**src/rtl/pe_traceback.sv**
```systemverilog
// pe_traceback: captures per-step lane pointers from the PE array, then walks
// the pointer matrix back from the end cell and streams alignment ops.
// Optional: TB_EDIT_COUNT_EN adds the edit_cnt output (UP/LEFT op count).
module pe_traceback #(
  parameter int B  = 4,
  parameter int L  = 8,
  parameter int CW = 8
) (
  input  logic          clk,
  input  logic          reset,
  input  logic          in_valid,
  input  logic [CW-1:0] in_ctr,
  input  logic [3*B-1:0] in_ptr,
  output logic          in_ready,
  output logic          tb_valid,
  input  logic          tb_ready,
  output logic [1:0]    tb_op,
  output logic          tb_last,
  output logic          done,
  output logic          err
`ifdef TB_EDIT_COUNT_EN
  ,
  output logic [CW-1:0] edit_cnt
`endif
);

  localparam int NSTEP = 2*L - 1;
  localparam int SW    = $clog2(NSTEP);
  localparam int LW    = (B > 1) ? $clog2(B) : 1;
  localparam logic [CW-1:0] LAST_STEP = CW'(NSTEP - 1);

  localparam logic [2:0] P_DIAG = 3'b001;
  localparam logic [2:0] P_UP   = 3'b010;
  localparam logic [2:0] P_LEFT = 3'b011;

  typedef enum logic [1:0] {S_CAPTURE, S_WALK, S_DONE} state_t;

  state_t state;
  logic [3*B-1:0] mem [NSTEP];

  // cursor carries one extra sign bit so stepping past 0 is detectable
  logic signed [SW:0] cur_step, nxt_step;
  logic signed [LW:0] cur_lane, nxt_lane;
  logic [3*B-1:0] row;
  logic [2:0]     p;
  logic           code_ok;
  logic [1:0]     op_dec;
  logic           last_c;
  logic           cap_ok;

`ifndef TB_EDIT_COUNT_EN
  logic [CW-1:0] edit_cnt;
`endif

  assign cap_ok = (state == S_CAPTURE) && in_valid && (in_ctr <= LAST_STEP);

  // pointer storage: registered write during capture, never reset
  always_ff @(posedge clk) begin
    if (cap_ok) mem[in_ctr[SW-1:0]] <= in_ptr;
  end

  // decode the pointer under the cursor and compute where it leads
  always_comb begin
    row      = mem[cur_step[SW-1:0]];
    p        = row[3*int'(cur_lane[LW-1:0]) +: 3];
    code_ok  = 1'b1;
    op_dec   = 2'b00;
    nxt_step = cur_step - (SW+1)'(1);
    nxt_lane = cur_lane;
    case (p)
      P_DIAG: begin
        op_dec   = 2'b00;
        nxt_step = cur_step - (SW+1)'(2);
      end
      P_UP: begin
        op_dec   = 2'b01;
        nxt_lane = cur_lane - (LW+1)'(1);
      end
      P_LEFT: op_dec = 2'b10;
      default: code_ok = 1'b0;
    endcase
    last_c = nxt_step[SW] | nxt_lane[LW];
  end

  assign in_ready = (state == S_CAPTURE);
  assign tb_valid = (state == S_WALK) && code_ok;
  assign tb_op    = tb_valid ? op_dec : 2'b00;
  assign tb_last  = tb_valid && last_c;
  assign done     = (state == S_DONE);

  // control FSM: capture -> walk -> done -> capture
  always_ff @(posedge clk or posedge reset) begin
    if (reset) begin
      state    <= S_CAPTURE;
      cur_step <= '0;
      cur_lane <= '0;
      err      <= 1'b0;
      edit_cnt <= '0;
    end else begin
      case (state)
        S_CAPTURE: begin
          if (in_valid) begin
            if (in_ctr > LAST_STEP) begin
              err <= 1'b1;
            end else begin
              if (in_ctr == '0) err <= 1'b0;
              if (in_ctr == LAST_STEP) begin
                state    <= S_WALK;
                cur_step <= (SW+1)'(NSTEP - 1);
                cur_lane <= (LW+1)'(B - 1);
                edit_cnt <= '0;
              end
            end
          end
        end
        S_WALK: begin
          if (!code_ok) begin
            err   <= 1'b1;
            state <= S_DONE;
          end else if (tb_ready) begin
            cur_step <= nxt_step;
            cur_lane <= nxt_lane;
            if (op_dec != 2'b00) edit_cnt <= edit_cnt + CW'(1);
            if (last_c) state <= S_DONE;
          end
        end
        S_DONE:  state <= S_CAPTURE;
        default: state <= S_CAPTURE;
      endcase
    end
  end

endmodule

```
**config.mk**
```make
export PLATFORM = sky130hd
export DESIGN_NAME = pe_traceback
export DESIGN_NICKNAME = d
export VERILOG_FILES = /design/src/rtl/pe_traceback.sv
export SDC_FILE = /design/constraint.sdc
export NUM_CORES = 1
export LEC_CHECK = 0
export BUFFER_PORTS_ARGS = -buffer_cell sky130_fd_sc_hd__buf_2
export CORE_MARGIN = 5
export CORE_UTILIZATION = 69
export CTS_BUF_LIST = sky130_fd_sc_hd__clkbuf_4 sky130_fd_sc_hd__clkbuf_8
export CTS_CLUSTER_SIZE = 28
export DETAILED_ROUTE_END_ITERATION = 12
export GPL_TIMING_DRIVEN = 0
export PLACE_DENSITY = 0.88
export SLEW_MARGIN = 10
export SYNTH_ARGS = -nofsm -noshare
export SYNTH_HDL_FRONTEND = slang
export SYNTH_SLANG_ARGS = --single-unit
```
**constraint.sdc**
```tcl
create_clock -name clk -period 5 [get_ports clk]
set_input_delay 0.25 -clock clk [delete_from_list [all_inputs] [get_ports clk]]
set_output_delay 0.25 -clock clk [all_outputs]
set_load 0.02 [all_outputs]
```
# Word-level counts from Yosys, hierarchy flattened
# Memories as Yosys holds them, arrays and structs flattened.
# Cells that the tools add are included.
# op_classes
n_mux,31
shift,1
addsub,3
n_mul,1
eq_ne,16
n_reduce_logical,12
n_bitwise,1
order_cmp,2
# ops
cell,count
5-bit 2-to-1 mux,6
3-bit 2-to-1 mux,6
2-bit 2-to-1 mux,7
12-bit by 5-bit variable part select with 3-bit output,1
2-bit != test (second input constant),5
5-bit one-hot mux with 2 select lines,1
8-bit by 4-bit == test with 1-bit output (second input constant),1
8-bit by 4-bit > comparator with 1-bit output (second input constant),1
8-bit by 4-bit less-or-equal comparator with 1-bit output (second input constant),1
8-bit zero test,1
2-bit one-hot mux with 2 select lines,2
1-bit 2-to-1 mux,7
7-bit AND reduction,1
3-bit by 2-bit == test with 1-bit output (second input constant),2
3-bit != test (second input constant),2
3-bit one-hot mux with 2 select lines,1
6-bit AND reduction,1
5-bit AND reduction,1
5-bit by 2-bit subtractor with 5-bit output (second input constant),1
5-bit by 3-bit subtractor with 5-bit output (second input constant),1
1-bit logical AND,4
2-bit by 2-bit multiplier with 4-bit output (first input constant),1
2-bit by 1-bit != test with 1-bit output (second input constant),2
4-bit AND reduction,1
other kinds (10),10
# word_totals
ram_bits,180
inputBits,24
wordCells,73
ff_bits,11
n_memories,1
# mem_list
memory,depth,width,read_ports,rd_clocked_by_memory_dff,wr,line_no,source
mem,15,12,1,0,1,39,logic [3*B-1:0] mem [NSTEP];

# Logic depth before layout (Yosys ltp)
# Gate-level depths: netlist of the first run.
# depth
depth_word,9
depth_mapped,13
depth_no_buf,9

# Least setup slack after synthesis of the first run
# No wires, ideal clock.
# synth_timing
kind,reg2out
startpoint,register cur_step[0]
endpoint,output port tb_last
required_time_ps,4750
t_arrival_ps,3077
path_slack_ps,1673
path_stages_with_launch,12
path_buffers,2
path_cell_list,dfrtp_1 -> buf_6 -> buf_8 -> mux4_2 -> a22o_1 -> o41ai_2 -> a31oi_1 -> o211ai_4 -> nor3b_4 -> mux2_2 -> xnor2_1 -> a21boi_1
# synth_via
elab_chain_len,7
word_cells_on_any_way,14
cone_classes,add/sub: 2; eq/ne: 3; shift: 1; mux: 3; bitwise: 1; reduce/logical: 3; memory: 1
# synth_rtl
item,line_no,source
from (decl),42,"logic signed [SW:0] cur_step, nxt_step;"
from (signal assigned),109,cur_step <= (SW+1)'(NSTEP - 1);
from (signal assigned),121,cur_step <= nxt_step;
memory 15 x 12 bit,n/a,
12-bit by 5-bit variable part select with 3-bit output,65,p = row[3*int'(cur_lane[LW-1:0]) +: 3];
3-bit by 2-bit == test with 1-bit output or 3-bit by 1-bit == test with 1-bit output (tied branches),70,case (p)
3-bit OR reduction (no line),n/a,
1-bit 2-to-1 mux,70,
1-bit logical AND,86,assign tb_valid = (state == S_WALK) && code_ok;
1-bit logical AND (*),88,assign tb_last = tb_valid && last_c;
to (decl),18,"output logic tb_last,"
# Mark *: on every way between the ends. The rest lies on a longest branch, timed or not. The select of a mux whose other input is x is not followed.

# Final worst setup path of the first run
# layout_timing
startpoint,register cur_step[2]
endpoint,output port tb_last
# Same word-level chain as after synthesis.

==> flow_metrics.env, run 1 <==
export IMPL_status="finished, final reports clean"
export IMPL_clock_path_buffers=2
export IMPL_cts_setup_buffers=0
export IMPL_numCtsBuffers=17
export IMPL_fin_util_pct=77.93
export IMPL_cts_hold_buf=1
export IMPL_vias=4791
export IMPL_timing_final_crit_period_ns=4.673
export IMPL_synth_top_family_by_area="multiplexers"
export IMPL_grt_max_degree=18
export IMPL_synth_fa_ha_area_share_pct=0.6249
export IMPL_core_sq_um=11420
export IMPL_worstPathRequired_ns=4.75
export IMPL_seq_area_frac_synth_pct=70.93
export IMPL_ys_warn_count=0
export IMPL_antenna_found_initial=0
export IMPL_fin_nets=559
export IMPL_h_tree_depth=4
export IMPL_dr_wl_met3_um=2212
export IMPL_hold_viol=0
export IMPL_synth_most_common_cell="edfxtp_1"
export IMPL_path_class="flip-flop to output port"
export IMPL_synth_area_leader_cell="edfxtp_1"
export IMPL_p_leak_uw=0.002890
export IMPL_track_usage_pct=27.92
export IMPL_yosysTopAreaCellShare_pct=67.49
export IMPL_path_clk_slew_ns=0.10
export IMPL_ys_top_cells_by_count="edfxtp_1 (180), mux2i_1 (32), mux4_2 (28), nor2_1 (28), nand2_1 (27)"
export IMPL_grt_pass1_vias=4737
export IMPL_dr_pass1_iters=8
export IMPL_grt_pass1_wl_um=28400
export IMPL_synth_main_ff_cell="edfxtp_1"
export IMPL_top_layer_used="met4"
export IMPL_synth_async_reset_ratio_pct=5.759
export IMPL_die_area_sq_um=13860
export IMPL_start_util_pct=70.14
export IMPL_hpwl_um=12360
export IMPL_totalNegativeSetupSlack_ns=0
export IMPL_viasPerCell=6.974
export IMPL_synth_area_per_cell_sq_um=17.00
export IMPL_ys_ff_latch=191
export IMPL_rsz0062_at_grt="false"
export IMPL_tightestPinTransition_ns=1.037
export IMPL_min_period_over_period_pct=93.47
export IMPL_cts_sinks=191
export IMPL_synth_cells=471
export IMPL_drc=0
export IMPL_place_gp_congestion=0.9173
export IMPL_final_max_slew_viol_count=0
export IMPL_setup_violations=0
export IMPL_tritoncts="yes"
export IMPL_endpoint_kind="output port"
export IMPL_drt_iter0_drc=652
export IMPL_root_buffer="clkbuf_8"
export IMPL_cap_violations=0
export IMPL_ys_types=60
export IMPL_max_freq_ghz=0.2140
export IMPL_clk_latency_ns=0.48
export IMPL_setup_slack_ns=0.3267
export IMPL_io_pins=31
export IMPL_synth_simple_area_share_pct=6.515
export IMPL_crit_path_max_fanout=10
export IMPL_grt_remaining_overflow=0
export IMPL_synthTopCellsByArea="edfxtp_1 (67%), mux4_2 (7.9%), mux2i_1 (4.0%), dfrtp_1 (3.4%), nor2_1 (1.3%)"
export IMPL_crit_path_start_kind="flip-flop"
export IMPL_synth_edf_count=180
export IMPL_die_h_um=117.7
export IMPL_place_ws_ns=0.9932
export IMPL_wire_per_inst_um=26.94
export IMPL_wl_um=18510
export IMPL_synth_net_count=499
export IMPL_p_per_area_nw_per_um2=454.8
export IMPL_ctsResizeCount=0
export IMPL_muxShareOfSynthArea_pct=13.00
export IMPL_num_antenna_cells=0
export IMPL_drive_gt1_share_pct=26.10
export IMPL_syn_cell_area_sq_um=8009
export IMPL_die_w_um=117.7
export IMPL_syn_to_final_growth_pct=11.11
export IMPL_timing_slew_headroom_pct=30.78
export IMPL_wl_met2_um=8544
export IMPL_synth_compound_area_share_pct=6.093
export IMPL_ir_worst_vdd_mv=0.2646
export IMPL_wl_met1_um=6841
export IMPL_worstPathArrival_ns=4.42
export IMPL_finClkSkew_ns=0.01574
export IMPL_ant_nets=0
export IMPL_fp_row_count=39
export IMPL_portBuffers=28
export IMPL_hold_class="input pin to flip-flop"
export IMPL_synth_xor_area_share_pct=0.5468
==> worst paths after layout <==
path / start / end / slack [ns] / cells after the start
worst max-delay path: cur_step[2]$_DFFE_PP0P_ / tb_last / 0.33 / 12
worst min-delay path: in_ptr[0] / mem[14][0]$_DFFE_PP_ / 0.13 / 1
worst max register to register: cur_step[2]$_DFFE_PP0P_ / state[0]$_DFFE_PP0P_ / 0.85 / 11
worst min register to register: err$_DFFE_PP0P_ / err$_DFFE_PP0P_ / 0.53 / 1
max in group asynchronous: reset / cur_lane[0]$_DFFE_PP0P_ / 4.36 / 3
min in group asynchronous: reset / err$_DFFE_PP0P_ / 0.31 / 3
==> metrics by stage <==
step | hold WS [ns] | instances | power [uW] | cell area [sq um]
finish | 0.1306 | 687 | 4047 | 8899
global route | 0.1139 | 687 | 4214 | 8899
CTS | 0.1292 | 687 | 4021 | 8899
detailed placement | 0.2688 | 654 | 3089 | 8516
global placement | 0.2522 | 642 | 3038 | 8328
floorplan | 0.1024 | 471 | 2776 | 8009
==> flip-flops by register name, summed over array words and instances (netlist names) <==
name / flops
mem: 180
err: 1
state: 2
cur_lane: 3
cur_step: 5
==> cell type report <==
cell class / count / area (sq um)
Buffer: 22 / 146.4
Sequential cell: 191 / 5680
Clock inverter: 14 / 131.4
Fill cell: 593 / 2520
Clock buffer: 18 / 241.5
Multi-Input combinational cell: 248 / 2190
Timing Repair Buffer: 41 / 292.8
Inverter: 10 / 37.54
Tap cell: 143 / 178.9
==> cell families (layout without fill, tap and decap cells) <==
group	count (synthesis)	after routing
multiplexers	68	68
flip-flops	191	191
AO/OA/AOI/OAI	67	67
buffers and inverters	32	105
adder cells (fa/ha/maj)	4	4
AND/OR/NAND/NOR	104	104
XOR/XNOR	5	5
==> per-layer routing <==
| layer | vias to the layer above | track usage (%) |
|---|---|---|
| met5 | - | 0 |
| li1 | 1981 | - |
| met1 | 2366 | 39.71 |
| met3 | 80 | 8.169 |
| met4 | 0 | 13.26 |
| met2 | 364 | 40.31 |
==> report_power, final <==
group          total, uW  internal, uW  switching, uW
combinational       1270           538            736
clock                963           406            556
sequential          1810          1780           33.2
total               4050          2720           1330
==> placed cells by master (no fill, tap or decap), types with 6 or more instances in the layout <==
master and instances:
o21ai_0 15, inv_1 7, nor2b_1 9, a21oi_1 9, mux4_2 28, nand2_1 27
a211oi_1 6, buf_2 34, clkbuf_1 7, buf_6 12, nor2_1 18, o211ai_1 6
dfrtp_1 11, mux2_2 7, nand2b_1 10, clkbuf_8 17, edfxtp_1 180, nor2_2 10
mux2i_1 32
==> worst max-delay path, stage by stage (launching register included) <==
cell	delay, ns
dfrtp_1	0.41
buf_2	0.29
buf_2	0.35
buf_2	0.34
mux4_2	0.38
o311ai_0	0.44
a21oi_1	0.17
o211ai_4	0.30
nor3b_4	0.42
mux2_2	0.42
xnor2_1	0.13
a21boi_1	0.12
buf_2	0.17
Note: power is estimated with default switching activity, not from simulation.
==> run 2, diff against run 1 <==
CORE_UTILIZATION = 64   (was 69)
PLACE_DENSITY = 0.82   (was 0.88)
clock period = 5.1 ns   (was 5 ns; I/O delays follow)
==> flow_metrics.env, run 2 (synthesis gave the netlist of run 1 again) <==
export IMPL_finClkSkew_ns=0.01470
export IMPL_hold_viol=0
export IMPL_p_total_uw=3881
export IMPL_crit_slowest_cell="mux2_2"
export IMPL_numCtsBuffers=17
export IMPL_top_layer_used="met4"
export IMPL_timing_final_crit_period_ns=4.496
export IMPL_p_per_area_nw_per_um2=434.3
export IMPL_ant_nets=0
export IMPL_antenna_found_initial=0
export IMPL_layout_common_cells="edfxtp_1 (180), buf_2 (34), mux2i_1 (32), mux4_2 (28), nand2_1 (27)"
export IMPL_setup_violations=0
export IMPL_place_gp_congestion=0.9118
export IMPL_drive_gt1_share_pct=26.06
export IMPL_min_period_over_period_pct=88.16
export IMPL_power_share_switching_pct=31.55
export IMPL_wl_met1_um=6885
export IMPL_worstPathCellList="buf_2 > buf_2 > buf_2 > mux4_2 > o311ai_0 > a21oi_1 > o211ai_4 > nor3b_4 > mux2_2 > xnor2_1 > a21boi_1 > buf_2"
export IMPL_layout_commonest_cell="edfxtp_1"
export IMPL_root_buffer="clkbuf_8"
export IMPL_p_sw_uw=1225
export IMPL_placed_area_sq_um=8600
export IMPL_p_leak_uw=0.002906
export IMPL_crit_path_start_kind="flip-flop"
export IMPL_endpoint_kind="output port"
export IMPL_path_clk_slew_ns=0.09
export IMPL_portBuffers=28
export IMPL_worstPathRequired_ns=4.85
export IMPL_grt_pass1_wl_um=27830
export IMPL_drc=0
export IMPL_vias=4634
export IMPL_rsz0062_at_grt="false"
export IMPL_p_comb_share_pct=32.1
export IMPL_die_h_um=121.9
export IMPL_num_antenna_cells=0
export IMPL_largest_reg_flops=180
export IMPL_crit_family="buffers and inverters"
export IMPL_max_freq_ghz=0.2224
export IMPL_tritoncts="yes"
export IMPL_path_class="flip-flop to output port"
export IMPL_h_tree_depth=4
export IMPL_final_area_sq_um=8936
export IMPL_fin_nets=564
export IMPL_wl_met2_um=8433
export IMPL_cts_sinks=191
export IMPL_viasPerCell=6.499
export IMPL_pwr_share_clk_pct=22.3
export IMPL_crit_path_max_fanout=10
export IMPL_ir_worst_vdd_mv=0.2037
export IMPL_worstPathArrival_ns=4.24
export IMPL_timing_slew_headroom_pct=33.83
export IMPL_die_w_um=121.9
export IMPL_totalNegativeSetupSlack_ns=0
export IMPL_fp_row_count=40
export IMPL_wl_um=18050
export IMPL_cp_num_buf_inv=4
export IMPL_cap_violations=0
export IMPL_clk_latency_ns=0.47
export IMPL_tightestPinTransition_ns=0.9915
export IMPL_wire_per_inst_um=25.32
export IMPL_grt_max_degree=17
export IMPL_clock_path_buffers=2
export IMPL_hpwl_um=12230
export IMPL_status="finished, final reports clean"
export IMPL_dr_wl_met3_um=2037
export IMPL_track_usage_pct=26.52
export IMPL_cts_setup_buffers=0
export IMPL_seq_power_share_pct=45.6
export IMPL_hold_class="input pin to flip-flop"
export IMPL_start_util_pct=65.85
export IMPL_final_max_slew_viol_count=0
export IMPL_die_area_sq_um=14850
export IMPL_internal_power_uw=2656
export IMPL_slowest_delay_ns=0.42
export IMPL_drt_iter0_drc=781
export IMPL_fill_cells=730
export IMPL_core_sq_um=12160
export IMPL_dr_pass1_iters=5
export IMPL_grt_remaining_overflow=0
export IMPL_io_pins=31
export IMPL_cp_common_cell="buf_2"
export IMPL_grt_pass1_vias=4558
export IMPL_syn_to_final_growth_pct=11.58
export IMPL_fin_hold_ws_ns=0.1453
[run 2: layer usage]
| layer | track usage (%) | vias to the layer above |
|---|---|---|
| met5 | 0 | - |
| met4 | 11.20 | 0 |
| met3 | 7.149 | 63 |
| met2 | 39.43 | 290 |
| met1 | 37.71 | 2290 |
| li1 | - | 1991 |
[run 2: what timing repair did]
action | CTS | global route
resized for setup | 0 | 0
hold buffers | 1 | 0
hold endpoints to repair | 11 | 0
[run 2: power by group through the flow]
stage	Sequential, uW	Combinational [uW]	Clock, uW
2_1_floorplan	1800	925	0
3_3_place_gp	1800	1180	0
3_5_place_dp	1800	1220	0
4_1_cts	1770	1230	869
5_1_grt	1770	1330	942
6_report	1770	1250	864
[run 2: layout make-up]
cell class	count	area (sq um)	area share [%]
well taps	168	210.2	2.352
repair buffers	46	345.3	3.864
clock buffers	20	256.5	2.870
inverters	10	37.54	0.4201
clock inverters	8	70.07	0.7841
flip-flops and latches	191	5680	63.57
multi-input cells	248	2190	24.50
plain buffers	22	146.4	1.638
[run 2: worst paths after layout]
check | startpoint | end | slack [ns] | cells past startpoint
worst max-delay path | cur_step[2]$_DFFE_PP0P_ | tb_last | 0.60 | 12
worst min-delay path | in_ptr[0] | mem[2][0]$_DFFE_PP_ | 0.15 | 1
worst max register to register | cur_step[2]$_DFFE_PP0P_ | state[0]$_DFFE_PP0P_ | 1.10 | 11
worst min register to register | err$_DFFE_PP0P_ | err$_DFFE_PP0P_ | 0.51 | 1
max in group asynchronous | reset | cur_step[1]$_DFFE_PP0P_ | 4.43 | 3
min in group asynchronous | reset | cur_step[3]$_DFFE_PP0P_ | 0.33 | 3
[run 2: per-stage QoR]
step	cells	utilization, %	worst slack (ns)
global placement	667	68.73	1.234
finish	713	73.48	0.6038
CTS	713	73.48	0.6542
global route	713	73.48	0.4069
detailed placement	684	70.71	1.180
floorplan	471	-	1.768
==> run 3, diff against run 2 <==
ABC_AREA = 1   (was default)
==> flow_metrics.env, run 3 <==
export IMPL_status="finished, final reports clean"
export IMPL_vias=6094
export IMPL_synth_area_leader_cell="edfxtp_1"
export IMPL_wl_met2_um=10110
export IMPL_synth_area_per_cell_sq_um=11.16
export IMPL_slowest_delay_ns=0.57
export IMPL_io_pins=31
export IMPL_dr_wl_met3_um=2527
export IMPL_path_clk_slew_ns=0.10
export IMPL_ir_worst_vdd_mv=0.2787
export IMPL_crit_path_start_kind="flip-flop"
export IMPL_layout_commonest_cell="nand2_1"
export IMPL_ys_warn_count=0
export IMPL_die_w_um=123.2
export IMPL_cts_setup_buffers=0
export IMPL_cts_hold_buf=1
export IMPL_wl_met1_um=7847
export IMPL_syn_cell_area_sq_um=8203
export IMPL_fp_row_count=41
export IMPL_root_buffer="clkbuf_8"
export IMPL_numCtsBuffers=17
export IMPL_ant_nets=0
export IMPL_wire_per_inst_um=22.03
export IMPL_synth_cells=735
export IMPL_ys_types=29
export IMPL_drc=0
export IMPL_synthTopCellsByArea="edfxtp_1 (66%), nand3_1 (10%), nand2_1 (10%), dfrtp_1 (3.4%), nor2_1 (2.1%)"
export IMPL_p_per_area_nw_per_um2=476.2
export IMPL_tightestPinTransition_ns=0.9413
export IMPL_grt_remaining_overflow=0
export IMPL_grt_max_degree=17
export IMPL_tritoncts="yes"
export IMPL_hold_class="input pin to flip-flop"
export IMPL_final_max_slew_viol_count=0
export IMPL_crit_slowest_cell="buf_1"
export IMPL_grt_pass1_wl_um=32660
export IMPL_num_antenna_cells=0
export IMPL_worstPathArrival_ns=3.07
export IMPL_largest_reg_flops=180
export IMPL_timing_final_crit_period_ns=3.323
export IMPL_max_freq_ghz=0.3009
export IMPL_p_leak_uw=0.003413
export IMPL_endpoint_kind="output port"
export IMPL_yosysTopAreaCellShare_pct=65.89
export IMPL_viasPerCell=6.231
export IMPL_layout_common_cells="nand2_1 (219), edfxtp_1 (180), nand3_1 (171), buf_2 (49), nor2_1 (32)"
export IMPL_cts_sinks=191
export IMPL_drt_iter0_drc=994
export IMPL_cp_common_cell="nand3_1"
export IMPL_dr_pass1_iters=5
export IMPL_synth_most_common_cell="nand2_1"
export IMPL_top_layer_used="met4"
export IMPL_fin_nets=821
export IMPL_place_gp_congestion=0.9410
export IMPL_worstPathCellList="inv_1 > buf_1 > nand3_1 > nand3_1 > nand3_1 > nand2_4 > nand3_4 > nand2_1 > nand2_1 > a21oi_1 > buf_2"
export IMPL_start_util_pct=65.27
export IMPL_setup_violations=0
export IMPL_finClkSkew_ns=0.01045
export IMPL_antenna_found_initial=0
export IMPL_core_sq_um=12570
export IMPL_cap_violations=0
export IMPL_clock_path_buffers=2
export IMPL_wl_um=21550
export IMPL_dp_cells=945
export IMPL_syn_to_final_growth_pct=10.60
export IMPL_hpwl_um=14030
export IMPL_timing_slew_headroom_pct=37.18
export IMPL_totalNegativeSetupSlack_ns=0
export IMPL_portBuffers=30
export IMPL_clk_latency_ns=0.47
export IMPL_seq_area_frac_synth_pct=69.25
export IMPL_final_cells=978
export IMPL_track_usage_pct=30.16
export IMPL_synth_net_count=763
export IMPL_ctsResizeCount=0
export IMPL_hold_viol=0
export IMPL_path_class="flip-flop to output port"
export IMPL_synth_main_ff_cell="edfxtp_1"
export IMPL_fin_util_pct=72.19
export IMPL_die_area_sq_um=15180
export IMPL_grt_pass1_vias=5858
export IMPL_worstPathRequired_ns=4.85
export IMPL_ys_top_cells_by_count="nand2_1 (219), edfxtp_1 (180), nand3_1 (171)"
export IMPL_drive_gt1_share_pct=16.13
export IMPL_crit_path_max_fanout=10
export IMPL_min_period_over_period_pct=65.17
export IMPL_rsz0062_at_grt="false"
export IMPL_ys_ff_latch=191
export IMPL_die_h_um=123.2
export IMPL_synth_async_reset_ratio_pct=5.759
export IMPL_synth_edf_count=180
export IMPL_h_tree_depth=4
==> run 3: power breakdown <==
part | internal [uW] | switching [uW] | total [uW]
Combinational | 471 | 1130 | 1600
Clock | 404 | 529 | 933
Sequential | 1750 | 35.2 | 1790
==> run 3: per-layer routing <==
layer | vias to the layer above | global-route usage [%]
met5 | - | 0
met4 | 0 | 16.54
met3 | 95 | 5.672
met2 | 477 | 46.55
met1 | 2850 | 40.99
li1 | 2672 | -
==> run 3: cell families after synthesis <==
group | after synthesis | share of synthesized area (%)
flops | 191 | 69.25
xor+xnor | 4 | 0.4270
fa+ha+maj | 4 | 0.6102
buf+inv | 62 | 4.027
compound gates | 19 | 1.236
simple gates | 455 | 24.45
==> run 3: layout make-up <==
type / instances / area, sq um
Tap cell: 172 / 215.2
Clock buffer: 20 / 256.5
Fill cell: 813 / 3496
Multi-Input combinational cell: 482 / 2227
Sequential cell: 191 / 5680
Clock inverter: 12 / 112.6
Buffer: 37 / 234.0
Timing Repair Buffer: 39 / 250.2
Inverter: 25 / 96.34
==> run 3: worst max-delay path: cells and delay by family, from the launching register on <==
family	cells	cell delay, ns
buffers and inverters	3	0.96
AND/OR/NAND/NOR	7	0.96
flip-flops	1	0.51
AO/OA/AOI/OAI	1	0.15
==> run 3: worst paths after layout <==
check	startpoint	end	slack (ns)	cells after the start
worst max-delay path	cur_step[3]$_DFFE_PP0P_	tb_last	1.78	11
worst min register to register	err$_DFFE_PP0P_	err$_DFFE_PP0P_	0.55	2
worst min-delay path	tb_ready	state[0]$_DFFE_PP0P_	0.04	4
max in group asynchronous	reset	cur_step[0]$_DFFE_PP0P_	4.46	3
worst max register to register	cur_step[3]$_DFFE_PP0P_	cur_step[3]$_DFFE_PP0P_	2.40	13
min in group asynchronous	reset	cur_step[4]$_DFFE_PP0P_	0.32	3
==> run 3: through the flow <==
step	hold slack (ns)	power, uW	area [sq um]	setup slack [ns]
after floorplan	0.1074	2880	8203	2.862
after global placement	0.2558	3281	8568	2.232
after detailed placement	0.2795	3347	8693	2.377
after CTS	0.02466	4257	9072	1.835
after global routing	0.02762	4510	9072	1.648
final	0.04037	4320	9072	1.777
